--- config.mk ---
export PLATFORM = sky130hd
export DESIGN_NAME = hv_efuse_load_ctrl_flat
export DESIGN_NICKNAME = d
export VERILOG_FILES = /design/src/rtl/hv_efuse_load_ctrl_if.sv /design/src/rtl/hv_efuse_load_ctrl.sv /design/src/flat_wrapper.sv
export SDC_FILE = /design/constraint.sdc
export NUM_CORES = 1
export LEC_CHECK = 0
export CORE_MARGIN = 8
export CORE_UTILIZATION = 48
export DETAILED_ROUTE_END_ITERATION = 16
export PLACE_DENSITY_LB_ADDON = 0.3
export SETUP_SLACK_MARGIN = 0.02
export SYNTH_ARGS = -nofsm -noshare
export SYNTH_HDL_FRONTEND = slang
export SYNTH_SLANG_ARGS = --single-unit
--- constraint.sdc ---
create_clock -name i_clk -period 1.55 [get_ports i_clk]
set_input_delay 0.31 -clock i_clk [delete_from_list [all_inputs] [get_ports i_clk]]
set_output_delay 0.31 -clock i_clk [all_outputs]
set_load 0.02 [all_outputs]
--- src/rtl/hv_efuse_load_ctrl_if.sv ---
`default_nettype none
// ============================================================================
//  Module   : hv_efuse_load_ctrl_if
//  Brief    : Request/status, eFuse macro read bus and register-bank write bus
//             of the eFuse load controller, grouped for one port connection.
//  Revision : 1.0  initial release
// ============================================================================
interface hv_efuse_load_ctrl_if #(
    parameter int EFUSE_DATA_W = 8,
    parameter int EFUSE_ADDR_W = 3
) ();

    // Handshake with the HV control FSM
    logic                    i_efuse_load_req;
    logic                    o_efuse_load_done;
    logic                    o_efuse_vld;
    logic                    o_efuse_busy;

    // eFuse macro read interface
    logic [EFUSE_ADDR_W-1:0] o_efuse_addr;
    logic                    o_efuse_strobe;
    logic [EFUSE_DATA_W-1:0] i_efuse_rdata;

    // Register-bank write interface
    logic                    o_reg_wr_en;
    logic [EFUSE_ADDR_W-1:0] o_reg_wr_addr;
    logic [EFUSE_DATA_W-1:0] o_reg_wr_data;

    // Controller side
    modport master (
        input  i_efuse_load_req,
        input  i_efuse_rdata,
        output o_efuse_load_done,
        output o_efuse_vld,
        output o_efuse_busy,
        output o_efuse_addr,
        output o_efuse_strobe,
        output o_reg_wr_en,
        output o_reg_wr_addr,
        output o_reg_wr_data
    );

    // Environment side (FSM, eFuse macro and register bank)
    modport slave (
        output i_efuse_load_req,
        output i_efuse_rdata,
        input  o_efuse_load_done,
        input  o_efuse_vld,
        input  o_efuse_busy,
        input  o_efuse_addr,
        input  o_efuse_strobe,
        input  o_reg_wr_en,
        input  o_reg_wr_addr,
        input  o_reg_wr_data
    );

endinterface
`default_nettype wire

--- src/rtl/hv_efuse_load_ctrl.sv ---
`default_nettype none
// ============================================================================
//  Module   : hv_efuse_load_ctrl
//  Brief    : Reads EFUSE_WORD_NUM words from the eFuse macro with timed
//             address/strobe cycles, copies each word into the register bank
//             and validates the image against the XOR checksum in the last
//             word. All outputs are registered.
//  Revision : 1.0  initial release
// ============================================================================
module hv_efuse_load_ctrl #(
    parameter int EFUSE_WORD_NUM = 8,
    parameter int EFUSE_DATA_W   = 8,
    parameter int EFUSE_ADDR_W   = 3,
    parameter int SETUP_CYC      = 2,
    parameter int STROBE_CYC     = 4,
    parameter int HOLD_CYC       = 1
) (
    input  wire logic            i_clk,
    input  wire logic            i_rst,
    hv_efuse_load_ctrl_if.master bus
);

    // Phase cycle counter only has to reach the longest phase length minus one
    localparam int C_MAX_SS = (SETUP_CYC > STROBE_CYC) ? SETUP_CYC : STROBE_CYC;
    localparam int C_MAX    = (C_MAX_SS > HOLD_CYC) ? C_MAX_SS : HOLD_CYC;
    localparam int CYC_W    = (C_MAX > 1) ? $clog2(C_MAX) : 1;

    localparam logic [CYC_W-1:0]        C_SETUP_LAST  = CYC_W'(SETUP_CYC - 1);
    localparam logic [CYC_W-1:0]        C_STROBE_LAST = CYC_W'(STROBE_CYC - 1);
    localparam logic [CYC_W-1:0]        C_HOLD_LAST   = CYC_W'(HOLD_CYC - 1);
    localparam logic [EFUSE_ADDR_W-1:0] C_LAST_WORD   = EFUSE_ADDR_W'(EFUSE_WORD_NUM - 1);

    typedef enum logic [2:0] {
        ST_IDLE   = 3'd0,
        ST_SETUP  = 3'd1,
        ST_STROBE = 3'd2,
        ST_HOLD   = 3'd3,
        ST_WRITE  = 3'd4,
        ST_CHECK  = 3'd5,
        ST_DONE   = 3'd6
    } state_t;

    state_t                  state_q;
    logic [CYC_W-1:0]        cyc_q;
    logic [EFUSE_ADDR_W-1:0] word_q;      // also drives the eFuse address
    logic [EFUSE_DATA_W-1:0] data_q;      // word captured at strobe end
    logic [EFUSE_DATA_W-1:0] acc_q;       // XOR of words 0..N-2
    logic                    done_q;
    logic                    vld_q;
    logic                    busy_q;
    logic                    strobe_q;
    logic                    wr_en_q;
    logic [EFUSE_ADDR_W-1:0] wr_addr_q;
    logic [EFUSE_DATA_W-1:0] wr_data_q;

    logic                    w_active;
    logic                    w_req;

    assign w_req    = bus.i_efuse_load_req;
    assign w_active = (state_q == ST_SETUP) || (state_q == ST_STROBE) ||
                      (state_q == ST_HOLD)  || (state_q == ST_WRITE)  ||
                      (state_q == ST_CHECK);

    // Load sequencer: state, counters, datapath and all registered outputs
    always_ff @(posedge i_clk) begin
        if (i_rst) begin
            state_q   <= ST_IDLE;
            cyc_q     <= '0;
            word_q    <= '0;
            data_q    <= '0;
            acc_q     <= '0;
            done_q    <= 1'b0;
            vld_q     <= 1'b0;
            busy_q    <= 1'b0;
            strobe_q  <= 1'b0;
            wr_en_q   <= 1'b0;
            wr_addr_q <= '0;
            wr_data_q <= '0;
        end else begin
            wr_en_q <= 1'b0;
            if (w_active && !w_req) begin
                // Request withdrawn mid-load: drop everything, keep vld low
                state_q  <= ST_IDLE;
                cyc_q    <= '0;
                busy_q   <= 1'b0;
                strobe_q <= 1'b0;
            end else begin
                case (state_q)
                    ST_IDLE: begin
                        if (w_req) begin
                            state_q <= ST_SETUP;
                            cyc_q   <= '0;
                            word_q  <= '0;
                            acc_q   <= '0;
                            vld_q   <= 1'b0;
                            busy_q  <= 1'b1;
                        end
                    end
                    ST_SETUP: begin
                        if (cyc_q == C_SETUP_LAST) begin
                            state_q  <= ST_STROBE;
                            cyc_q    <= '0;
                            strobe_q <= 1'b1;
                        end else begin
                            cyc_q <= cyc_q + CYC_W'(1);
                        end
                    end
                    ST_STROBE: begin
                        if (cyc_q == C_STROBE_LAST) begin
                            state_q  <= ST_HOLD;
                            cyc_q    <= '0;
                            strobe_q <= 1'b0;
                            data_q   <= bus.i_efuse_rdata;
                        end else begin
                            cyc_q <= cyc_q + CYC_W'(1);
                        end
                    end
                    ST_HOLD: begin
                        if (cyc_q == C_HOLD_LAST) begin
                            state_q   <= ST_WRITE;
                            cyc_q     <= '0;
                            wr_en_q   <= 1'b1;
                            wr_addr_q <= word_q;
                            wr_data_q <= data_q;
                        end else begin
                            cyc_q <= cyc_q + CYC_W'(1);
                        end
                    end
                    ST_WRITE: begin
                        if (word_q == C_LAST_WORD) begin
                            // Last word is the checksum, not part of the XOR
                            state_q <= ST_CHECK;
                        end else begin
                            acc_q   <= acc_q ^ data_q;
                            word_q  <= word_q + EFUSE_ADDR_W'(1);
                            state_q <= ST_SETUP;
                        end
                    end
                    ST_CHECK: begin
                        state_q <= ST_DONE;
                        done_q  <= 1'b1;
                        busy_q  <= 1'b0;
                        vld_q   <= (acc_q == data_q);
                    end
                    ST_DONE: begin
                        if (!w_req) begin
                            state_q <= ST_IDLE;
                            done_q  <= 1'b0;
                        end
                    end
                    default: begin
                        state_q <= ST_IDLE;
                    end
                endcase
            end
        end
    end

    assign bus.o_efuse_load_done = done_q;
    assign bus.o_efuse_vld       = vld_q;
    assign bus.o_efuse_busy      = busy_q;
    assign bus.o_efuse_addr      = word_q;
    assign bus.o_efuse_strobe    = strobe_q;
    assign bus.o_reg_wr_en       = wr_en_q;
    assign bus.o_reg_wr_addr     = wr_addr_q;
    assign bus.o_reg_wr_data     = wr_data_q;

endmodule
`default_nettype wire

--- src/flat_wrapper.sv ---
// flat-port wrapper written by rule: the top's interface ports become plain ports
module hv_efuse_load_ctrl_flat 
#(
    parameter int EFUSE_WORD_NUM = 8,
    parameter int EFUSE_DATA_W   = 8,
    parameter int EFUSE_ADDR_W   = 3,
    parameter int SETUP_CYC      = 2,
    parameter int STROBE_CYC     = 4,
    parameter int HOLD_CYC       = 1
)
  (i_clk, i_rst, bus_i_efuse_load_req, bus_i_efuse_rdata, bus_o_efuse_load_done, bus_o_efuse_vld, bus_o_efuse_busy, bus_o_efuse_addr, bus_o_efuse_strobe, bus_o_reg_wr_en, bus_o_reg_wr_addr, bus_o_reg_wr_data);
  hv_efuse_load_ctrl_if #(.EFUSE_DATA_W(EFUSE_DATA_W), .EFUSE_ADDR_W(EFUSE_ADDR_W)) bus_i ();
  input  wire logic i_clk;
  input  wire logic i_rst;
  input wire logic [$bits(bus_i.i_efuse_load_req)-1:0] bus_i_efuse_load_req;
  input wire logic [$bits(bus_i.i_efuse_rdata)-1:0] bus_i_efuse_rdata;
  output wire logic [$bits(bus_i.o_efuse_load_done)-1:0] bus_o_efuse_load_done;
  output wire logic [$bits(bus_i.o_efuse_vld)-1:0] bus_o_efuse_vld;
  output wire logic [$bits(bus_i.o_efuse_busy)-1:0] bus_o_efuse_busy;
  output wire logic [$bits(bus_i.o_efuse_addr)-1:0] bus_o_efuse_addr;
  output wire logic [$bits(bus_i.o_efuse_strobe)-1:0] bus_o_efuse_strobe;
  output wire logic [$bits(bus_i.o_reg_wr_en)-1:0] bus_o_reg_wr_en;
  output wire logic [$bits(bus_i.o_reg_wr_addr)-1:0] bus_o_reg_wr_addr;
  output wire logic [$bits(bus_i.o_reg_wr_data)-1:0] bus_o_reg_wr_data;
  assign bus_i.i_efuse_load_req = bus_i_efuse_load_req;
  assign bus_i.i_efuse_rdata = bus_i_efuse_rdata;
  assign bus_o_efuse_load_done = bus_i.o_efuse_load_done;
  assign bus_o_efuse_vld = bus_i.o_efuse_vld;
  assign bus_o_efuse_busy = bus_i.o_efuse_busy;
  assign bus_o_efuse_addr = bus_i.o_efuse_addr;
  assign bus_o_efuse_strobe = bus_i.o_efuse_strobe;
  assign bus_o_reg_wr_en = bus_i.o_reg_wr_en;
  assign bus_o_reg_wr_addr = bus_i.o_reg_wr_addr;
  assign bus_o_reg_wr_data = bus_i.o_reg_wr_data;
  hv_efuse_load_ctrl #(.EFUSE_WORD_NUM(EFUSE_WORD_NUM), .EFUSE_DATA_W(EFUSE_DATA_W), .EFUSE_ADDR_W(EFUSE_ADDR_W), .SETUP_CYC(SETUP_CYC), .STROBE_CYC(STROBE_CYC), .HOLD_CYC(HOLD_CYC)) u_core (.i_clk(i_clk), .i_rst(i_rst), .bus(bus_i));
endmodule
==> impl_metrics.ini <==
[power]
p_total_mw = 2.102
cellPowerDensity_nw_per_um2 = 826.3
total_leakage_power_nw = 1.191
ir_drop_mv = 0.5572

[yosys]
synth_edf_count = 0
yosys_most_used_dff = dfxtp_1
ys_top_cells_by_area = dfxtp_1 (41%), mux2i_1 (11%), nor2_1 (6.9%)
synth_area_per_cell_sq_um = 9.018
syn_nets = 235
yosysMostFrequentCell = dfxtp_1
ys_async_sr_fraction_pct = 0
ys_top_cells_by_count = dfxtp_1 (40), nor2_1 (36), mux2i_1 (21)
synth-seq-cells = 40
synth_area_sq_um = 1957
postSynthCellCount = 217
ys_types = 39
yosysWarnings = 0
seq_area_frac_synth_pct = 40.92
netlist.area_leader.share_pct = 40.92
netlist.top_cell.by_area = dfxtp_1

[finish]
antenna_cells = 0
area_delta_synth_final_pct = 29.99
final_core_util_pct = 64.05
fin_cells = 316
fin_nets = 283
drive_gt1_share_pct = 17.29
final_area_sq_um = 2544

[placed_design]
dp_cells = 308
post-place-ws_ns = -0.1813
hpwl_mm = 3.146
placed_area_sq_um = 2431
gp_congestion = 0.8374
portBuffers = 29

[setup_path]
path_buf_inv = 1
rrSetupSlack_ns = 0.1
crit_start = u_core.cyc_q[1]
path_delay_family = simple AND/OR/NAND/NOR gates
path_class = flop to flop
start_kind = flop
worst-path-stages = 6
r2r_cells = 6
crit_path_max_fanout = 3
r2r-start = u_core.cyc_q[1]
critPathMaxStageDelay_ns = 0.37
slowest_stage = or3b_4
critPathArrivalTime_ns = 1.65
crit_required_ns = 1.74
worstPathCellList = inv_1 > ha_1 > or3b_4 > a21oi_2 > nand4bb_1 > a21oi_1
endpoint_kind = flop

[cts]
hold_buffers = 0
cts_max_level = 2
clock_latency_ns = 0.30
post_cts.repair.setup_buffers = 0
clock_sinks = 40
cts_tree = yes
numCtsBuffers = 5
cts_max_path_buffers = 2
clockRootBuffer = clkbuf_8
clkSlewWorstSetupHoldPaths_ns = 0.08

[floorplanning]
core_area_sq_um = 3971
rows = 23
die-height_microns = 79.85
io_pins = 30
start_util_pct = 49.28
die-area_sq_um = 6376
die_x_microns = 79.85

[global_route]
grt_max_degree = 33
antenna_found_initial = 0
grt_usage_pct = 14.66
grt_pass1_vias = 1628
overflow = 0
grt_pass1_wl_mm = 7.590

[drt]
drc = 0
wl_met1_mm = 2.023
drtAntennaViolNets = 0
wl_met3_microns = 181
wl_mm = 4.296
dr.pass1.iters = 4
vias_per_cell = 5.250
vias = 1659
routedWlPerCell_microns = 13.59
wl_met2_mm = 2.026
drtIter0Drc = 108
top_layer = met4

[hold_path]
hold_path.startpoint = u_core.bus.o_efuse_load_done
holdPathStages = 2
min_path_type = flop to flop

[status]
status = complete, no violations

[timing]
maxSlewHeadroom_pct = 78.63
finalCritPeriodShare_pct = 93.62
fin_crit_ns = 1.451
rsz0062_at_grt = true
report.final.slew_viol_count = 0
timing.hold.ws_ns = 0.4869
max_freq_mhz = 689.1
worst_slew_pin_slew_ns = 0.3206
final.setup.worst_slack_ns = 0.09883
setup_tns_ns = 0
finalSetupViolCount = 0
finalClockSkew_ns = 0.009298
hold_viol = 0

[job]
cap_violations = 0
metal layers:
metal | GRT usage, % | up-vias
met3 | 4.279 | 8
met5 | 0 | -
met1 | 17.84 | 775
met2 | 23.80 | 28
li1 | - | 848
met4 | 5.455 | 0
area by class of cell:
type / count / area (sq um)
repair buffers: 56 / 491.7
well taps: 50 / 62.56
clock inverters: 2 / 13.76
flip-flops and latches: 40 / 803.3
clock buffers: 6 / 82.58
multi-input cells: 156 / 1067
fillers: 348 / 1428
inverters: 6 / 22.52
cell families after synthesis:
| kind of cell | share of synthesized area, % |
|---|---|
| and+or+nand+nor | 20.40 |
| AOI/OAI and AO/OA | 12.92 |
| muxes | 10.74 |
| DFF | 40.92 |
| adders and majority gates | 4.987 |
| buffers and inverters | 6.010 |
| xor gates and xnor gates | 4.028 |
flip-flops by register name, indices dropped and copies added, names as in the netlist, 2 cells and up:
register	count
u_core.bus.o_efuse_addr	3
u_core.acc_q	8
u_core.bus.o_reg_wr_addr	3
u_core.cyc_q	2
u_core.data_q	8
u_core.bus.o_reg_wr_data	8
u_core.state_q	3
placed cells by master (no fill, tap or decap), types with 2 or more instances in the layout:
cell / synthesis / final
buf_4: 0 / 24
o31ai_1: 3 / 3
nand2_1: 7 / 7
nor4_1: 2 / 2
a21oi_1: 14 / 14
buf_6: 4 / 2
clkdlybuf4s50_1: 0 / 9
inv_1: 6 / 6
nand3b_1: 9 / 9
mux2i_1: 21 / 21
clkbuf_8: 0 / 6
or3b_4: 0 / 2
nor2_1: 36 / 36
ha_1: 7 / 5
a22oi_1: 4 / 4
nand3_1: 5 / 5
xnor2_1: 9 / 9
dlygate4sd2_1: 0 / 19
o21ai_1: 7 / 7
o21ai_0: 7 / 7
dfxtp_2: 0 / 2
nor2b_1: 3 / 3
nor3_1: 2 / 2
dfxtp_1: 40 / 38
nand4_1: 2 / 2
worst paths after layout:
path / to
worst max-delay path: u_core.state_q[0]
worst min-delay path: u_core.bus.o_efuse_load_done
worst max register to register: u_core.state_q[0]
worst min register to register: u_core.bus.o_efuse_load_done
worst min-delay path: stages, from the launching register on:
cell and delay [ns]:
dfxtp_1 0.32, o31ai_1 0.06, a21oi_1 0.06
power by group:
part	total (mW)	switching, mW	internal [mW]	leakage [nW]
clock	0.743	0.379	0.364	0.0516
sequential	1.06	0.0184	1.04	0.324
combinational	0.299	0.148	0.150	0.816
total	2.10	0.546	1.56	1.19
timing repair:
| action | 4_1_cts | 5_1_grt |
|---|---|---|
| gates cloned | 0 | 0 |
| pin swaps | 2 | 3 |
| endpoints found under the setup margin | 25 | 24 |
| resized for setup | 21 | 8 |
Power figures use the tool's default switching activity.
